<file path="src/rtl/pc_pkg.sv">
// Shared types and default vectors for the program-counter unit.
package pc_pkg;

  typedef enum logic [1:0] {
    RUN    = 2'd0,
    HALTED = 2'd1,
    STEP   = 2'd2
  } pc_state_t;

  typedef enum logic [1:0] {
    SEQ  = 2'd0,
    BR   = 2'd1,
    JMP  = 2'd2,
    TRAP = 2'd3
  } npc_sel_t;

  localparam logic [31:0] DEF_RESET_VEC = 32'h0000_002C;
  localparam logic [31:0] DEF_TRAP_VEC  = 32'h0000_0004;

endpackage

</file>
<file path="src/rtl/pc_next_mux.sv">
// Next-PC selection: trap > jump > branch > sequential,
// with target alignment masking and misalign detection.
module pc_next_mux
  import pc_pkg::*;
#(
  parameter int              XLEN       = 32,
  parameter logic [XLEN-1:0] TRAP_VEC   = XLEN'(DEF_TRAP_VEC),
  parameter int              INST_BYTES = 4
) (
  input  logic [XLEN-1:0] seq_pc,
  input  logic            br_take,
  input  logic [XLEN-1:0] br_target,
  input  logic            jmp_take,
  input  logic [XLEN-1:0] jmp_target,
  input  logic            trap,
  output logic [XLEN-1:0] npc,
  output npc_sel_t        npc_sel,
  output logic            npc_misalign
);

  localparam logic [XLEN-1:0] LOW = XLEN'(INST_BYTES - 1);

  always_comb begin
    npc          = seq_pc;
    npc_sel      = SEQ;
    npc_misalign = 1'b0;
    if (trap) begin
      npc     = TRAP_VEC;
      npc_sel = TRAP;
    end else if (jmp_take) begin
      npc          = jmp_target & ~LOW;
      npc_sel      = JMP;
      npc_misalign = |(jmp_target & LOW);
    end else if (br_take) begin
      npc          = br_target & ~LOW;
      npc_sel      = BR;
      npc_misalign = |(br_target & LOW);
    end
  end

endmodule

</file>
<file path="src/rtl/pc_ctrl.sv">
// Program counter with trap EPC capture and a debug
// run/halt/single-step state machine.
module pc_ctrl
  import pc_pkg::*;
#(
  parameter int              XLEN       = 32,
  parameter logic [XLEN-1:0] RESET_VEC  = XLEN'(DEF_RESET_VEC),
  parameter logic [XLEN-1:0] TRAP_VEC   = XLEN'(DEF_TRAP_VEC),
  parameter int              INST_BYTES = 4
) (
  input  logic            clk,
  input  logic            rst,
  input  logic            pc_we,
  input  logic            br_take,
  input  logic [XLEN-1:0] br_target,
  input  logic            jmp_take,
  input  logic [XLEN-1:0] jmp_target,
  input  logic            trap,
  input  logic            dbg_halt_req,
  input  logic            dbg_resume,
  input  logic            dbg_step,
  input  logic            dbg_pc_we,
  input  logic [XLEN-1:0] dbg_pc_wdata,
  output logic [XLEN-1:0] pc_out,
  output logic [XLEN-1:0] pc_plus,
  output logic [XLEN-1:0] epc,
  output logic            halted,
  output logic            misalign
);

  pc_state_t       state;
  pc_state_t       nxt;
  logic [XLEN-1:0] npc;
  npc_sel_t        npc_sel;
  logic            npc_misalign;
  logic            commit;

  assign pc_plus = pc_out + XLEN'(INST_BYTES);
  assign commit  = pc_we && (state != HALTED);

  pc_next_mux #(
    .XLEN       (XLEN),
    .TRAP_VEC   (TRAP_VEC),
    .INST_BYTES (INST_BYTES)
  ) u_mux (
    .seq_pc       (pc_plus),
    .br_take      (br_take),
    .br_target    (br_target),
    .jmp_take     (jmp_take),
    .jmp_target   (jmp_target),
    .trap         (trap),
    .npc          (npc),
    .npc_sel      (npc_sel),
    .npc_misalign (npc_misalign)
  );

  always_comb begin
    nxt = state;
    unique case (state)
      RUN:     if (dbg_halt_req) nxt = HALTED;
      STEP:    if (dbg_halt_req || pc_we) nxt = HALTED;
      HALTED: begin
        if (dbg_resume)    nxt = RUN;
        else if (dbg_step) nxt = STEP;
      end
      default: nxt = RUN;
    endcase
  end

  always_ff @(posedge clk) begin
    if (rst) begin
      state    <= RUN;
      pc_out   <= RESET_VEC;
      epc      <= '0;
      halted   <= 1'b0;
      misalign <= 1'b0;
    end else begin
      state    <= nxt;
      halted   <= (nxt == HALTED);
      misalign <= commit && npc_misalign;
      if (commit) begin
        pc_out <= npc;
        if (npc_sel == TRAP) epc <= pc_out;
      end else if (state == HALTED && dbg_pc_we) begin
        pc_out <= dbg_pc_wdata;
      end
    end
  end

endmodule

</file>
<file path="config.mk">
export PLATFORM = sky130hd
export DESIGN_NAME = pc_ctrl
export DESIGN_NICKNAME = d
export VERILOG_FILES = /design/src/rtl/pc_pkg.sv /design/src/rtl/pc_next_mux.sv /design/src/rtl/pc_ctrl.sv
export SDC_FILE = /design/constraint.sdc
export NUM_CORES = 1
export LEC_CHECK = 0
export CORE_AREA = 2 2 106 108
export DETAILED_ROUTE_END_ITERATION = 8
export DIE_AREA = 0 0 108 110
export MAX_ROUTING_LAYER = met4
export PLACE_DENSITY = 0.78
export SLEW_MARGIN = 20
export SYNTH_ARGS = -nofsm -noshare
export SYNTH_HDL_FRONTEND = slang
export SYNTH_HIERARCHICAL = 1
export SYNTH_SLANG_ARGS = --single-unit
</file>
<file path="constraint.sdc">
create_clock -name clk -period 4.8 [get_ports clk]
set_input_delay 1.2 -clock clk [delete_from_list [all_inputs] [get_ports clk]]
set_output_delay 1.2 -clock clk [all_outputs]
set_load 0.05 [all_outputs]
</file>
==> impl_metrics.csv <==
group,metric,value,unit
detailed_routing,viasPerCell,5.504,
floorplan,initial_core_util,0.3939,
worst_setup_path,critPathSlowestCell,"clkdlybuf4s50_1",
run_status,outcome,"complete, no violations",
layout,final_layout_size_suffix_gt1_frac,0.07703,
layout,register_area,1361,um^2
floorplan,num_rows,38,
worst_setup_path,end_kind,"output port",
detailed_routing,wl_per_cell,18.60,um
synthesis,ys_seq_area_frac,0.3230,
layout,fin_util,0.6015,
clock_tree,clock_latency,0.35,ns
global_route,grt.total_usage,0.2697,
detailed_routing,drt_iter0_drc,279,
power,p_clk_frac,0.287,
clock_tree,clk_path_buf_depth,2,
placement,dp_hpwl,11430,um
worst_hold_path,hold_path_class,"reg -> reg",
worst_hold_path,min_from,"epc[0]$_SDFFE_PP0P_",
global_route,grt_overflow_total,0,
floorplan,ios,204,
layout,nFillCells,932,
layout,antennaDiodeCount,0,
global_route,grt_pass1_wl,23870,um
timing,fin_crit,4.402,ns
timing,finalCritPeriodShare,0.9171,
worst_setup_path,rr_worst_depth,8,
worst_setup_path,worstReg2RegStart,"pc_out[6]$_SDFFE_PP0P_",
clock_tree,clock-sinks,68,
timing,fin_worst_skew,0.005291,ns
detailed_routing,drc,0,
worst_setup_path,cp_cell_sequence,"nand4_1 -> or4_1 -> nor3_2 -> xor2_1 -> clkdlybuf4s50_1",
synthesis,syn_area_per_cell,7.877,um^2
timing,setup_violations,0,
worst_setup_path,timing_worst_setup_path_type,"reg -> out",
power,p_leak,0.002307,uW
worst_setup_path,cp.arrival,3.20,ns
worst_setup_path,cpPeakStageDelay,0.84,ns
layout,multi_input_area,2571,um^2
power,p_switching,622.0,uW
synthesis,syn-num-nets,642,
worst_setup_path,r2r_end,"pc_out[31]$_SDFFE_PP0P_",
clock_tree,cts_buffers,9,
floorplan,die_h,110,um
clock_tree,cts_setup_buffers,0,
floorplan,core,10700,um^2
floorplan,dieArea,11880,um^2
clock_tree,htree_levels,3,
power,cellPowerDensity,269.2,nW/um^2
timing,hold_violations,0,
clock_tree,cts-resized-gates,0,
power,p_comb_frac,0.345,
worst_setup_path,cp_max_fo,8,
clock_tree,path_clk_slew,0.07,ns
clock_tree,cts_root_buf,"clkbuf_8",
power,p_int,1110,uW
synthesis,syn_inst,535,
timing,clock.fmax,0.2272,GHz
worst_hold_path,worstHoldPathCells,2,
timing,tightest_slew,1.001,ns
worst_setup_path,cp_data_required_time,3.60,ns
global_route,grt_start_max_net_pins,69,
clock_tree,cts_tree,"yes",
power,irDropWorstVdd,0.1236,mV
timing,slew-limit-headroom,0.3305,
detailed_routing,drt_wl_total,15880,um
placement,io_buffers,203,
synthesis,yosysUniqueCellTypes,38,
floorplan,die-width,108,um
worst_setup_path,startpoint_type,"register",
power,pwr-share-seq,0.368,
timing,grt_setup_unrepaired,"no",
timing,final_max_slew_viol_count,0,
power,swShare,0.3591,
layout,area_delta_synth_final,52.70,%
detailed_routing,vias,4700,
timing,setup_tns,0,ns
worst_hold_path,hold_end,"epc[0]$_SDFFE_PP0P_",
placement,gp_routability_congestion,0.8880,
worst_setup_path,critPathBufInv,1,
clock_tree,ctsHoldBuffers,0,
worst_setup_path,path_delay_family,"simple AND/OR/NAND/NOR gates",
layout,nets,817,
detailed_routing,ant_nets,0,
global_route,grt_pass1_vias,4755,
synthesis,ys_warn_count,6,
synthesis,ys_seq_elements,68,
global_route,grt_antenna_before_repair,0,
synthesis,synth_area,4214,um^2
detailed_routing,drt_pass1_iterations,5,
worst_setup_path,reg2reg_slack,1.92,ns
run,cap_viol_max_count,0,
==> Yosys cell counts <==
cell type	number	area [um^2]
a21o_2	1	8.760
buf_6	1	11.26
nor2_1	39	146.4
and2_1	5	31.28
inv_1	5	18.77
nand2b_1	1	6.260
ha_1	1	12.51
nand4_2	1	12.51
o32a_1	1	10.01
buf_1	3	11.26
xor2_1	10	87.58
a32oi_1	3	26.28
o21bai_1	3	22.52
a211oi_2	20	250.2
nor4_1	1	6.260
and3_1	9	56.30
or4_1	1	7.510
nor3b_1	3	22.52
xnor2_1	18	157.7
a311oi_1	28	245.2
and4_1	3	26.28
inv_2	1	3.750
a21oi_1	37	185.2
mux2i_1	30	300.3
buf_12	3	60.06
nor2b_1	30	187.7
buf_2	8	40.04
nand3_1	27	135.1
buf_4	2	15.01
clkbuf_1	33	123.9
nor3_1	3	15.01
nand4_1	10	62.56
dfxtp_1	68	1361
a211oi_1	12	90.09
nor4_2	1	12.51
nand2_1	109	409.1
o21ai_0	1	5.000
nor3_2	3	30.03
==> layer usage <==
layer | GRT usage | part of all wire
met1 | 0.3092 | 0.40
met5 | - | 0
met3 | 0.05232 | 0.081
met4 | 0.1337 | 0.031
met2 | 0.4533 | 0.48
==> flip-flops by register name, summed over array words and instances, names as in the netlist <==
register  count
epc          32
halted        1
state         2
misalign      1
pc_out       32
==> layout make-up <==
class	count	share of cell area
Clock buffer	14	0.02683
Timing Repair Buffer	214	0.3267
Inverter	6	0.003500
Tap cell	140	0.02722
Sequential cell	68	0.2116
Multi-Input combinational cell	411	0.3996
Clock inverter	1	0.004667
==> how the worst max path moves through the flow <==
| stage | from | endpoint | depth (start not counted) |
|---|---|---|---|
| after floorplan | pc_out[3]$_SDFFE_PP1P_ | pc_plus[20] | 5 |
| after global placement | pc_out[6]$_SDFFE_PP0P_ | pc_plus[31] | 5 |
| after detailed placement | pc_out[6]$_SDFFE_PP0P_ | pc_plus[31] | 5 |
| after CTS | pc_out[6]$_SDFFE_PP0P_ | pc_plus[31] | 5 |
| after global routing | pc_out[6]$_SDFFE_PP0P_ | pc_plus[31] | 5 |
| final | pc_out[6]$_SDFFE_PP0P_ | pc_plus[31] | 5 |
==> logic make-up (layout without fill, tap and decap cells) <==
group                    count (synthesis)  count (layout)  synth area share
XOR/XNOR                                28              28           0.05819
flip-flops                              68              68            0.3230
buffers and inverters                   56             235           0.06740
AO/OA/AOI/OAI                          106             106            0.2001
AND/OR/NAND/NOR                        246             246            0.2770
adder cells (fa/ha/maj)                  1               1          0.002969
multiplexers                            30              30           0.07126
==> power groups by stage <==
stage / Clock [uW] / Sequential [uW] / Combinational [uW]
6_report: 497 / 637 / 598
5_1_grt: 529 / 642 / 626
4_1_cts: 502 / 636 / 598
3_5_place_dp: 0 / 649 / 596
3_3_place_gp: 0 / 646 / 591
2_1_floorplan: 0 / 740 / 265
==> metrics by stage <==
stage,hold WS (ns),total power [uW],cell area (um^2),instances,worst slack [ns]
final,0.4563,1732,6435,854,0.3979
after global routing,0.4799,1797,6435,854,0.3002
after CTS,0.4589,1737,6435,854,0.3908
after detailed placement,0.4488,1245,6232,839,0.7883
after global placement,0.4432,1237,6230,839,0.8703
after floorplan,0.4897,1005,4214,535,0.9337
==> tightest hold or removal path, delay by kind of cell, from the launching register on <==
kind            cells  cell delay (ns)
flops               1             0.31
simple gates        1             0.05
compound gates      1             0.05
==> layout by cell type (no fill, tap or decap), types with 20 or more instances in the layout <==
master	n
mux2i_1	30
clkdlybuf4s50_1	200
a311oi_1	28
a211oi_2	20
nor2_1	39
nand2_1	108
a21oi_1	37
nand3_1	27
dfxtp_1	68
nor2b_1	30
No activity file was read; power rests on OpenSTA's default activity.
